<file path="config.mk">
export PLATFORM = sky130hd
export DESIGN_NAME = posicionador_frota_flat
export DESIGN_NICKNAME = d
export VERILOG_FILES = /design/src/rtl/posicionador_frota_pkg.sv /design/src/rtl/posicionador_frota_if.sv /design/src/rtl/posicionador_frota_detector_borda.sv /design/src/rtl/posicionador_frota.sv /design/src/flat_wrapper.sv
export SDC_FILE = /design/constraint.sdc
export NUM_CORES = 1
export LEC_CHECK = 0
export ABC_CLOCK_PERIOD_IN_PS = 2300
export BUFFER_PORTS_ARGS = -buffer_cell sky130_fd_sc_hd__buf_2
export CAP_MARGIN = 15
export CORE_ASPECT_RATIO = 0.6
export CORE_MARGIN = 2
export CORE_UTILIZATION = 55
export CTS_BUF_LIST = sky130_fd_sc_hd__clkbuf_8
export DETAILED_ROUTE_END_ITERATION = 7
export PLACE_DENSITY = 0.78
export SLEW_MARGIN = 10
export SYNTH_ARGS = -nofsm -noshare
export SYNTH_HDL_FRONTEND = slang
export SYNTH_SLANG_ARGS = --single-unit
</file>
<file path="constraint.sdc">
create_clock -name clk -period 2.3 [get_ports clk]
set_input_delay 0.23 -clock clk [delete_from_list [all_inputs] [get_ports clk]]
set_output_delay 0.23 -clock clk [all_outputs]
set_load 0.02 [all_outputs]
</file>
<file path="src/rtl/posicionador_frota_pkg.sv">
// Shared types for the fleet positioner: FSM states, ship type codes,
// per-type fleet quotas and the one-hot LED encoding of the state.
package posicionador_pkg;

    typedef enum logic [2:0] {
        ST_IDLE       = 3'd0,
        ST_DIRECAO    = 3'd1,
        ST_ORIENTACAO = 3'd2,
        ST_DEF_X      = 3'd3,
        ST_DEF_Y      = 3'd4,
        ST_VALIDA     = 3'd5,
        ST_ARMAZENA   = 3'd6,
        ST_PRONTO     = 3'd7
    } estado_t;

    localparam logic [2:0] TIPO_0    = 3'd0;
    localparam logic [2:0] TIPO_1    = 3'd1;
    localparam logic [2:0] TIPO_2    = 3'd2;
    localparam logic [2:0] TIPO_3    = 3'd3;
    localparam logic [2:0] TIPO_ULT  = 3'd4;

    // Number of ships of each type in one fleet (5,2,2,1,1).
    function automatic logic [2:0] quota(input logic [2:0] tipo);
        case (tipo)
            TIPO_0:   quota = 3'd5;
            TIPO_1:   quota = 3'd2;
            TIPO_2:   quota = 3'd2;
            TIPO_3:   quota = 3'd1;
            TIPO_ULT: quota = 3'd1;
            default:  quota = 3'd1;
        endcase
    endfunction

    function automatic logic [7:0] estado_onehot(input estado_t st);
        estado_onehot = 8'd1 << st;
    endfunction

endpackage

</file>
<file path="src/rtl/posicionador_frota_if.sv">
// Validator handshake and board-memory write bus of the fleet positioner.
interface posicionador_frota_if #(
    parameter int COORD_W = 4,
    parameter int JOG_W   = 1
);
    logic               valida;
    logic               val_done;
    logic               conflito;
    logic               gravar;
    logic [2:0]         tipo;
    logic [JOG_W-1:0]   jogador;
    logic [COORD_W-1:0] x;
    logic [COORD_W-1:0] y;
    logic               direcao;
    logic [2:0]         orientacao;

    modport master (
        output valida, gravar, tipo, jogador, x, y, direcao, orientacao,
        input  val_done, conflito
    );

    modport slave (
        input  valida, gravar, tipo, jogador, x, y, direcao, orientacao,
        output val_done, conflito
    );
endinterface

</file>
<file path="src/rtl/posicionador_frota_detector_borda.sv">
// Two-flop synchronizer for an active-low pushbutton plus a registered
// one-cycle pulse on each synchronized press (1->0 transition).
module detector_borda (
    input  logic clk,
    input  logic reset,
    input  logic enable,
    input  logic botao,
    output logic pulso
);
    logic r_s1;
    logic r_s2;
    logic r_s3;
    logic r_pulso;

    // The chain keeps sampling while disabled so presses made then are dropped, not deferred.
    always_ff @(posedge clk or negedge reset) begin
        if (!reset) begin
            r_s1    <= 1'b1;
            r_s2    <= 1'b1;
            r_s3    <= 1'b1;
            r_pulso <= 1'b0;
        end else begin
            r_s1    <= botao;
            r_s2    <= r_s1;
            r_s3    <= r_s2;
            r_pulso <= enable & r_s3 & ~r_s2;
        end
    end

    assign pulso = r_pulso;
endmodule

</file>
<file path="src/rtl/posicionador_frota.sv">
// Fleet placement controller: walks each ship through direction, orientation
// and bow coordinates, asks the validator, and strobes accepted ships to memory.
module posicionador_frota
    import posicionador_pkg::*;
#(
    parameter int BOARD_N     = 10,
    parameter int COORD_W     = 4,
    parameter int N_ORIENT    = 5,
    parameter int N_JOGADORES = 2
) (
    input  logic clk,
    input  logic reset,
    input  logic enable,
    input  logic enter,
    input  logic select,
    input  logic mode,
    posicionador_frota_if.master bus,
    output logic       ready,
    output logic [7:0] estado
);
    localparam int JOG_W = (N_JOGADORES > 1) ? $clog2(N_JOGADORES) : 1;

    logic w_enter;
    logic w_select;

    estado_t            r_st;
    logic [7:0]         r_estado;
    logic               r_valida;
    logic               r_gravar;
    logic               r_ready;
    logic [2:0]         r_tipo;
    logic [2:0]         r_cnt;
    logic [JOG_W-1:0]   r_jog;
    logic [COORD_W-1:0] r_x;
    logic [COORD_W-1:0] r_y;
    logic               r_dir;
    logic [2:0]         r_orient;

    detector_borda u_det_enter (
        .clk(clk), .reset(reset), .enable(enable), .botao(enter), .pulso(w_enter)
    );

    detector_borda u_det_select (
        .clk(clk), .reset(reset), .enable(enable), .botao(select), .pulso(w_select)
    );

    // Placement FSM; enter takes priority over select, every output is a register.
    always_ff @(posedge clk or negedge reset) begin
        if (!reset) begin
            r_st     <= ST_IDLE;
            r_estado <= 8'b0000_0001;
            r_valida <= 1'b0;
            r_gravar <= 1'b0;
            r_ready  <= 1'b0;
            r_tipo   <= TIPO_0;
            r_cnt    <= 3'd0;
            r_jog    <= '0;
            r_x      <= '0;
            r_y      <= '0;
            r_dir    <= 1'b0;
            r_orient <= 3'd0;
        end else if (enable) begin
            r_gravar <= 1'b0;
            case (r_st)
                ST_IDLE: begin
                    r_st     <= ST_DIRECAO;
                    r_estado <= estado_onehot(ST_DIRECAO);
                end
                ST_DIRECAO: begin
                    if (w_enter) begin
                        r_st     <= ST_ORIENTACAO;
                        r_estado <= estado_onehot(ST_ORIENTACAO);
                    end else if (w_select) begin
                        r_dir <= ~r_dir;
                    end
                end
                ST_ORIENTACAO: begin
                    if (w_enter) begin
                        r_st     <= ST_DEF_X;
                        r_estado <= estado_onehot(ST_DEF_X);
                    end else if (w_select) begin
                        r_orient <= (r_orient == 3'(N_ORIENT - 1)) ? 3'd0 : r_orient + 3'd1;
                    end
                end
                ST_DEF_X: begin
                    if (w_enter) begin
                        r_st     <= ST_DEF_Y;
                        r_estado <= estado_onehot(ST_DEF_Y);
                    end else if (w_select) begin
                        r_x <= (r_x == COORD_W'(BOARD_N - 1)) ? '0 : r_x + COORD_W'(1);
                    end
                end
                ST_DEF_Y: begin
                    if (w_enter) begin
                        r_st     <= ST_VALIDA;
                        r_estado <= estado_onehot(ST_VALIDA);
                        r_valida <= 1'b1;
                    end else if (w_select) begin
                        r_y <= (r_y == COORD_W'(BOARD_N - 1)) ? '0 : r_y + COORD_W'(1);
                    end
                end
                ST_VALIDA: begin
                    if (bus.val_done) begin
                        r_valida <= 1'b0;
                        if (bus.conflito) begin
                            r_st     <= ST_DEF_X;
                            r_estado <= estado_onehot(ST_DEF_X);
                        end else begin
                            r_st     <= ST_ARMAZENA;
                            r_estado <= estado_onehot(ST_ARMAZENA);
                            r_gravar <= 1'b1;
                        end
                    end
                end
                ST_ARMAZENA: begin
                    r_st     <= ST_DIRECAO;
                    r_estado <= estado_onehot(ST_DIRECAO);
                    if (r_cnt + 3'd1 == quota(r_tipo)) begin
                        r_cnt <= 3'd0;
                        if (r_tipo != TIPO_ULT) begin
                            r_tipo <= r_tipo + 3'd1;
                        end else if (!mode || r_jog == JOG_W'(N_JOGADORES - 1)) begin
                            r_st     <= ST_PRONTO;
                            r_estado <= estado_onehot(ST_PRONTO);
                            r_ready  <= 1'b1;
                        end else begin
                            r_jog  <= r_jog + JOG_W'(1);
                            r_tipo <= TIPO_0;
                        end
                    end else begin
                        r_cnt <= r_cnt + 3'd1;
                    end
                end
                ST_PRONTO: begin
                    r_ready <= 1'b1;
                end
                default: begin
                    r_st     <= ST_IDLE;
                    r_estado <= estado_onehot(ST_IDLE);
                end
            endcase
        end
    end

    assign bus.valida     = r_valida;
    assign bus.gravar     = r_gravar;
    assign bus.tipo       = r_tipo;
    assign bus.jogador    = r_jog;
    assign bus.x          = r_x;
    assign bus.y          = r_y;
    assign bus.direcao    = r_dir;
    assign bus.orientacao = r_orient;
    assign ready          = r_ready;
    assign estado         = r_estado;
endmodule
</file>
<file path="src/flat_wrapper.sv">
// flat-port wrapper written by rule: the top's interface ports become plain ports
module posicionador_frota_flat import posicionador_pkg::*;
#(
    parameter int BOARD_N     = 10,
    parameter int COORD_W     = 4,
    parameter int N_ORIENT    = 5,
    parameter int N_JOGADORES = 2
)
  (clk, reset, enable, enter, select, mode, ready, estado, bus_valida, bus_gravar, bus_tipo, bus_jogador, bus_x, bus_y, bus_direcao, bus_orientacao, bus_val_done, bus_conflito);
  posicionador_frota_if #(.COORD_W(COORD_W)) bus_i ();
  input  logic clk;
  input  logic reset;
  input  logic enable;
  input  logic enter;
  input  logic select;
  input  logic mode;
  output logic ready;
  output logic [7:0] estado;
  output wire logic [$bits(bus_i.valida)-1:0] bus_valida;
  output wire logic [$bits(bus_i.gravar)-1:0] bus_gravar;
  output wire logic [$bits(bus_i.tipo)-1:0] bus_tipo;
  output wire logic [$bits(bus_i.jogador)-1:0] bus_jogador;
  output wire logic [$bits(bus_i.x)-1:0] bus_x;
  output wire logic [$bits(bus_i.y)-1:0] bus_y;
  output wire logic [$bits(bus_i.direcao)-1:0] bus_direcao;
  output wire logic [$bits(bus_i.orientacao)-1:0] bus_orientacao;
  input wire logic [$bits(bus_i.val_done)-1:0] bus_val_done;
  input wire logic [$bits(bus_i.conflito)-1:0] bus_conflito;
  assign bus_valida = bus_i.valida;
  assign bus_gravar = bus_i.gravar;
  assign bus_tipo = bus_i.tipo;
  assign bus_jogador = bus_i.jogador;
  assign bus_x = bus_i.x;
  assign bus_y = bus_i.y;
  assign bus_direcao = bus_i.direcao;
  assign bus_orientacao = bus_i.orientacao;
  assign bus_i.val_done = bus_val_done;
  assign bus_i.conflito = bus_conflito;
  posicionador_frota #(.BOARD_N(BOARD_N), .COORD_W(COORD_W), .N_ORIENT(N_ORIENT), .N_JOGADORES(N_JOGADORES)) u_core (.clk(clk), .reset(reset), .enable(enable), .enter(enter), .select(select), .mode(mode), .bus(bus_i), .ready(ready), .estado(estado));
endmodule
</file>
# After elaboration in Yosys (flattened, before gate mapping)
# Cells that the tools add are included.
[totals]
ff_bits = 41
in_bits = 8
output_inout_bits = 27
wordCells = 116
[op_classes]
add_sub_neg = 6
eq_ne = 23
mux = 39
bitwise = 10
reduce_logical = 18
[op_table]
columns = ["operator", "n"]
rows = [
  ["two-way mux 8 bit", 8],
  ["one-hot mux 8 bit (7 select lines)", 1],
  ["two-way mux 3 bit", 15],
  ["AND reduction 4 bit", 6],
  ["one-hot mux 3 bit (7 select lines)", 1],
  ["== test 3 bit, second input constant", 5],
  ["inequality test 2 bit, second input constant", 6],
  ["AND reduction 5 bit", 2],
  ["adder 3 x 1 -> 3 bit, second input constant", 3],
  ["== test 3 x 2 -> 1 bit, second input constant", 3],
  ["adder 4 x 1 -> 4 bit, second input constant", 2],
  ["== test 4 bit, second input constant", 2],
  ["two-way mux 1 bit", 8],
  ["two-way mux 4 bit", 2],
  ["two-way mux 7 bit", 1],
  ["AND reduction 7 bit", 1],
  ["nonzero test 7 bit", 1],
  ["== test 3 x 1 -> 1 bit, second input constant", 2],
  ["logical NOT 3 bit", 2],
  ["inequality test 2 x 1 -> 1 bit, second input constant", 3],
  ["inverter 1 bit", 6],
  ["one-hot mux 3 bit (2 select lines)", 1],
  ["bitwise AND 1 bit", 4],
  ["one-hot mux 1 bit (2 select lines)", 2],
  ["8 further kinds", 9],
]

# Longest topological paths before layout
[logic_depth]
depth_word = 8
mapped_depth = 7
mapped_depth_nobuf = 6

# By module
# Synthesis repeated with hierarchy kept, for this count alone.
[unflattened]
cells_unflattened = 210
area_unflattened_um2 = 2123.3
[by_module_without_submodules]
columns = ["module", "instances", "cells_per_inst", "area_each_um2", "seq_area_each_um2"]
rows = [
  ["posicionador_frota", 1, 200, 1898.1, 827.0],
  ["detector_borda", 2, 5, 112.6, 103.8],
]

# Least setup slack after synthesis
# OpenSTA, ideal clock, no wires.
[synth_timing]
path_kind = "flip-flop to flip-flop"
start = "register u_core.r_tipo[0] (netlist: u_core.bus.tipo[0])"
end = "register u_core.r_tipo[1] (netlist: u_core.bus.tipo[1])"
setup_ns = 0.122
t_arrival_ns = 1.761
required_time_ns = 2.178
slack_ns = 0.417
stages_incl_launch_ff = 8
n_path_buf = 1
period_less_slack_ns = 1.883
path_cell_list = "dfrtp_1 inv_1 ha_1 xor2_1 a32o_1 buf_4 and2_4 a32o_1"
[synth_between]
elab_chain_cells = 7
word_cells_on_any_way = 13
cone_classes = "add/sub (1); eq/ne (5); mux (4); reduce/logical (3)"
[synth_lines]
columns = ["item", "line", "rtl"]
rows = [
  ["start: declaration", "posicionador_frota.sv:31", "logic [2:0] r_tipo;"],
  ["start signal: assignment", "posicionador_frota.sv:121", "r_tipo <= r_tipo + 3'd1;"],
  ["== test 3 x 1 -> 1 bit or == test 3 x 2 -> 1 bit (tied branches)", "posicionador_frota_pkg.sv:24", "case (tipo)"],
  ["OR reduction 2 bit (no line)", "--", ""],
  ["one-hot mux 3 bit (2 select lines)", "posicionador_frota_pkg.sv:24", ""],
  ["two-way mux 3 bit", "posicionador_frota.sv:64", "case (r_st)"],
  ["two-way mux 3 bit", "posicionador_frota.sv:62", "end else if (enable) begin"],
  ["== test 3 bit", "posicionador_frota.sv:118", "if (r_cnt + 3'd1 == quota(r_tipo)) begin"],
  ["AND reduction 4 bit (no line)", "--", ""],
]
# Several ways; a longest one is shown, not always the timed one. The select of a mux whose other input is x is not followed.
# A chain may end at the register's enable or synchronous reset.

# Final worst setup path
[layout_timing]
start = "register u_core.r_tipo[0] (netlist: u_core.bus.tipo[0])"
end = "register u_core.r_estado[1] (netlist: u_core.estado[1])"
[layout_between]
elab_chain_cells = 8
word_cells_on_any_way = 12
cone_classes = "eq/ne (4); mux (6); reduce/logical (2)"
[layout_lines]
columns = ["item", "line", "rtl"]
rows = [
  ["== test 3 x 1 -> 1 bit or == test 3 x 2 -> 1 bit (tied branches)", "posicionador_frota_pkg.sv:24", ""],
  ["OR reduction 2 bit (no line)", "--", ""],
  ["one-hot mux 3 bit (2 select lines)", "posicionador_frota_pkg.sv:24", ""],
  ["two-way mux 3 bit", "posicionador_frota.sv:64", ""],
  ["two-way mux 3 bit", "posicionador_frota.sv:62", ""],
  ["== test 3 bit", "posicionador_frota.sv:118", ""],
  ["two-way mux 8 bit (*)", "posicionador_frota.sv:118", ""],
  ["one-hot mux 8 bit (7 select lines) (*)", "posicionador_frota.sv:64", ""],
  ["end signal: assignment", "posicionador_frota.sv:67", "r_estado <= estado_onehot(ST_DIRECAO);"],
  ["end signal: assignment", "posicionador_frota.sv:117", "r_estado <= estado_onehot(ST_DIRECAO);"],
  ["end signal: assignment", "posicionador_frota.sv:124", "r_estado <= estado_onehot(ST_PRONTO);"],
  ["end: declaration", "posicionador_frota.sv:27", "logic [7:0] r_estado;"],
]
# Every way passes the cells marked *; elsewhere a longest branch is shown, timed or not. The select of a mux whose other input is x is not followed.

==> run metrics <==
Ys Warns=0; Post-CTS Resized=0; Yosys top cell area share=0.3970; die height=52.36 microns; mux share of post-synthesis cell area=0.02043; initial antenna violation count=0; Antenna diodes=0; most common cell in the netlist=dfrtp_1; worst hold path type=input pin to flip-flop; drt pass-1 iters=4; Layout Skew=0.004334 ns; Cell variety after synth=57; Seq/Total Area, Yosys=0.4828; Rows=17; routed wire length=4.394 mm; Initial Utilization=0.5791; Max IR drop VDD=0.0005127 V; layout cells sized above 1=0.2438; max-slew violation count=0; clock slew at reported path FFs=0.08 ns; compound-cell area share of the yosys netlist=0.1775; Worst-Skew Late Latency=0.30 ns; Final Hold Fails=0; Root Driver=clkbuf_8; RR Startpoint=u_core.bus.tipo[0]; Syn Std Cell Area=between 2000 and 2500 sq um; Syn Area/Cell=10.26 sq um; power per cell area=787.7 nW/um^2; hold buffers post-CTS=0; area of the multi-input gates=~990 sq um; total power=1.900 mW; Final period util=0.8559; largest net degree at the start of global routing=42; Initial DRC Count=around 150; dpl hpwl=roughly 3.0 mm; main combinational cell family by area after synthesis=simple AND/OR/NAND/NOR gates; Max H-tree Level=2; outcome=completed; filler instances=317; die width=84.59 microns; worst hold start=select; Post-CTS Setup Inserts=0; Reg area=around 1000 sq um; worst hold path depth=1; Worst EP required=2.49 ns; vias per inst=5.664; Post-Synth XOR/XNOR Area=0.03970; reg-to-reg endpoint=u_core.estado[1]; Worst EP arrival=2.16 ns; Vias=1637; Final setup viols=0; post-layout net count=256; unrepaired setup endpoints after global routing=no; vias in the first global route=1532; gr usage total=0.2280; Area Overhead vs Synth=12.55%; # clock sinks=41; CTS Buffer Depth=2; Syn Inst Count=209; RD Place Congestion=roughly 0.81; Pleak=between 1 and 1.5 nW; adder-cell share of the synthesized area=0.04086; Synth Net Count=224; crit path max fanout=9; top cells by count, synth=dfrtp_1, nand2_1, inv_1; critical path type=flip-flop to flip-flop; Worst slew margin=0.3984; first-pass GRT wire length=7.541 mm; top cells by area, synth=dfrtp_1, dfstp_2, ha_1, nand2_1, nor2b_1; R2R depth=6; core area=~3700 sq um; Top Ports=35; cell accounting for the most synthesized area=dfrtp_1; Remaining Overflow, GRT=0; I/O Buffers=34; critical path startpoint category=flip-flop; TritonCTS buffer count=5; minimum clock period after layout=1.969 ns; setup TNS=0 ns; Post-Synth Simple-Gate Area=0.1856; Post-DRT Antenna Nets=0; reg2reg setup slack=0.33 ns; EDFF count, synth=0; per-cell routed wire length=15.20 microns; max-cap violations=0; fmax=508.0 MHz; #FFs+latches synth=41; DR DRC count=0; ys flop type=dfrtp_1; worst-margin pin slew=0.9024 ns; die area=4429 sq um; crit end category=flip-flop; async set or reset register ratio after synthesis=1.000; worst min-delay path endpoint=u_core.u_det_select.r_s1; CTS tree=done
final cells by class:
cell class                      instances  share of cell area
Sequential cell                        41              0.4289
Clock buffer                            5             0.02853
Tap cell                               47             0.02438
Inverter                               16             0.02490
Clock inverter                          3            0.007261
Multi-Input combinational cell        142              0.4123
Timing Repair Buffer                   35             0.07365
through the flow:
step | setup WS, ns | instance area (sq um) | utilization | cells | hold WS (ns)
finish | 0.3315 | 2412 | 0.6518 | 289 | 0.01901
CTS | 0.3347 | 2412 | 0.6518 | 289 | 0.007771
global route | 0.1455 | 2412 | 0.6518 | 289 | 0.002982
detailed placement | 0.3494 | 2326 | 0.6285 | 281 | 0.3363
floorplan | 0.4172 | 2143 | - | 209 | -0.06559
global placement | 0.4451 | 2326 | 0.6285 | 281 | 0.3349
cells in the final DEF, fill, tap and decap left out, types with 3 or more instances in the layout:
| cell | synthesis | layout |
|---|---|---|
| buf_2 | 7 | 34 |
| dfrtp_1 | 34 | 34 |
| nand2_1 | 21 | 21 |
| inv_1 | 16 | 16 |
| nor2_1 | 12 | 12 |
| nor2b_1 | 10 | 10 |
| ha_1 | 7 | 7 |
| dfstp_2 | 7 | 7 |
| a21oi_1 | 6 | 6 |
| o21ai_1 | 5 | 5 |
| xnor2_1 | 5 | 5 |
| o21ai_0 | 5 | 5 |
| clkbuf_8 | 0 | 5 |
| nand4_1 | 4 | 4 |
| o22ai_1 | 4 | 4 |
| nand3_1 | 4 | 4 |
| a21o_1 | 3 | 3 |
| o21bai_1 | 3 | 3 |
| a32o_1 | 3 | 3 |
| nand2b_1 | 3 | 3 |
| and3_1 | 3 | 3 |
| a31oi_1 | 3 | 3 |
logic make-up after synthesis:
logic type	after synthesis
buffers and inverters	26
muxes	4
adders and majority gates	7
AOI/OAI and AO/OA	51
and+or+nand+nor	72
xor gates and xnor gates	8
DFF	41
registers in the layout, summed over array words and instances, names as in the netlist, 3 cells and up:
register / cells
u_core.r_st: 3
u_core.estado: 8
u_core.bus.tipo: 3
u_core.r_cnt: 3
u_core.bus.y: 4
u_core.bus.orientacao: 3
u_core.bus.x: 4
per-layer routing:
layer	vias up	GRT usage	wire (microns)
li1	796	-	-
met1	785	0.3425	2288
met2	51	0.3018	1752
met3	5	0.07402	291
met4	0	0.08730	61
met5	-	0	0
critical path: stages (launching register included):
cell	delay, ns
dfrtp_1	0.44
inv_1	0.12
ha_1	0.27
xor2_1	0.17
a32o_1	0.38
a31oi_1	0.15
o32a_1	0.34
power breakdown:
| group | total (mW) | switching (mW) | internal [mW] |
|---|---|---|---|
| Clock | 0.467 | 0.258 | 0.209 |
| Sequential | 0.945 | 0.132 | 0.813 |
| Combinational | 0.488 | 0.287 | 0.201 |
| Total | 1.90 | 0.677 | 1.22 |
worst max-delay path by stage:
stage	depth (start not counted)	to	startpoint
2_1_floorplan	7	u_core.bus.tipo[1]	u_core.bus.tipo[0]
3_5_place_dp	6	u_core.estado[1]	u_core.bus.tipo[0]
6_report	6	u_core.estado[1]	u_core.bus.tipo[0]
5_1_grt	6	u_core.estado[1]	u_core.bus.tipo[0]
4_1_cts	6	u_core.estado[1]	u_core.bus.tipo[0]
3_3_place_gp	6	u_core.estado[1]	u_core.bus.tipo[0]
Power figures use the tool's default switching activity.
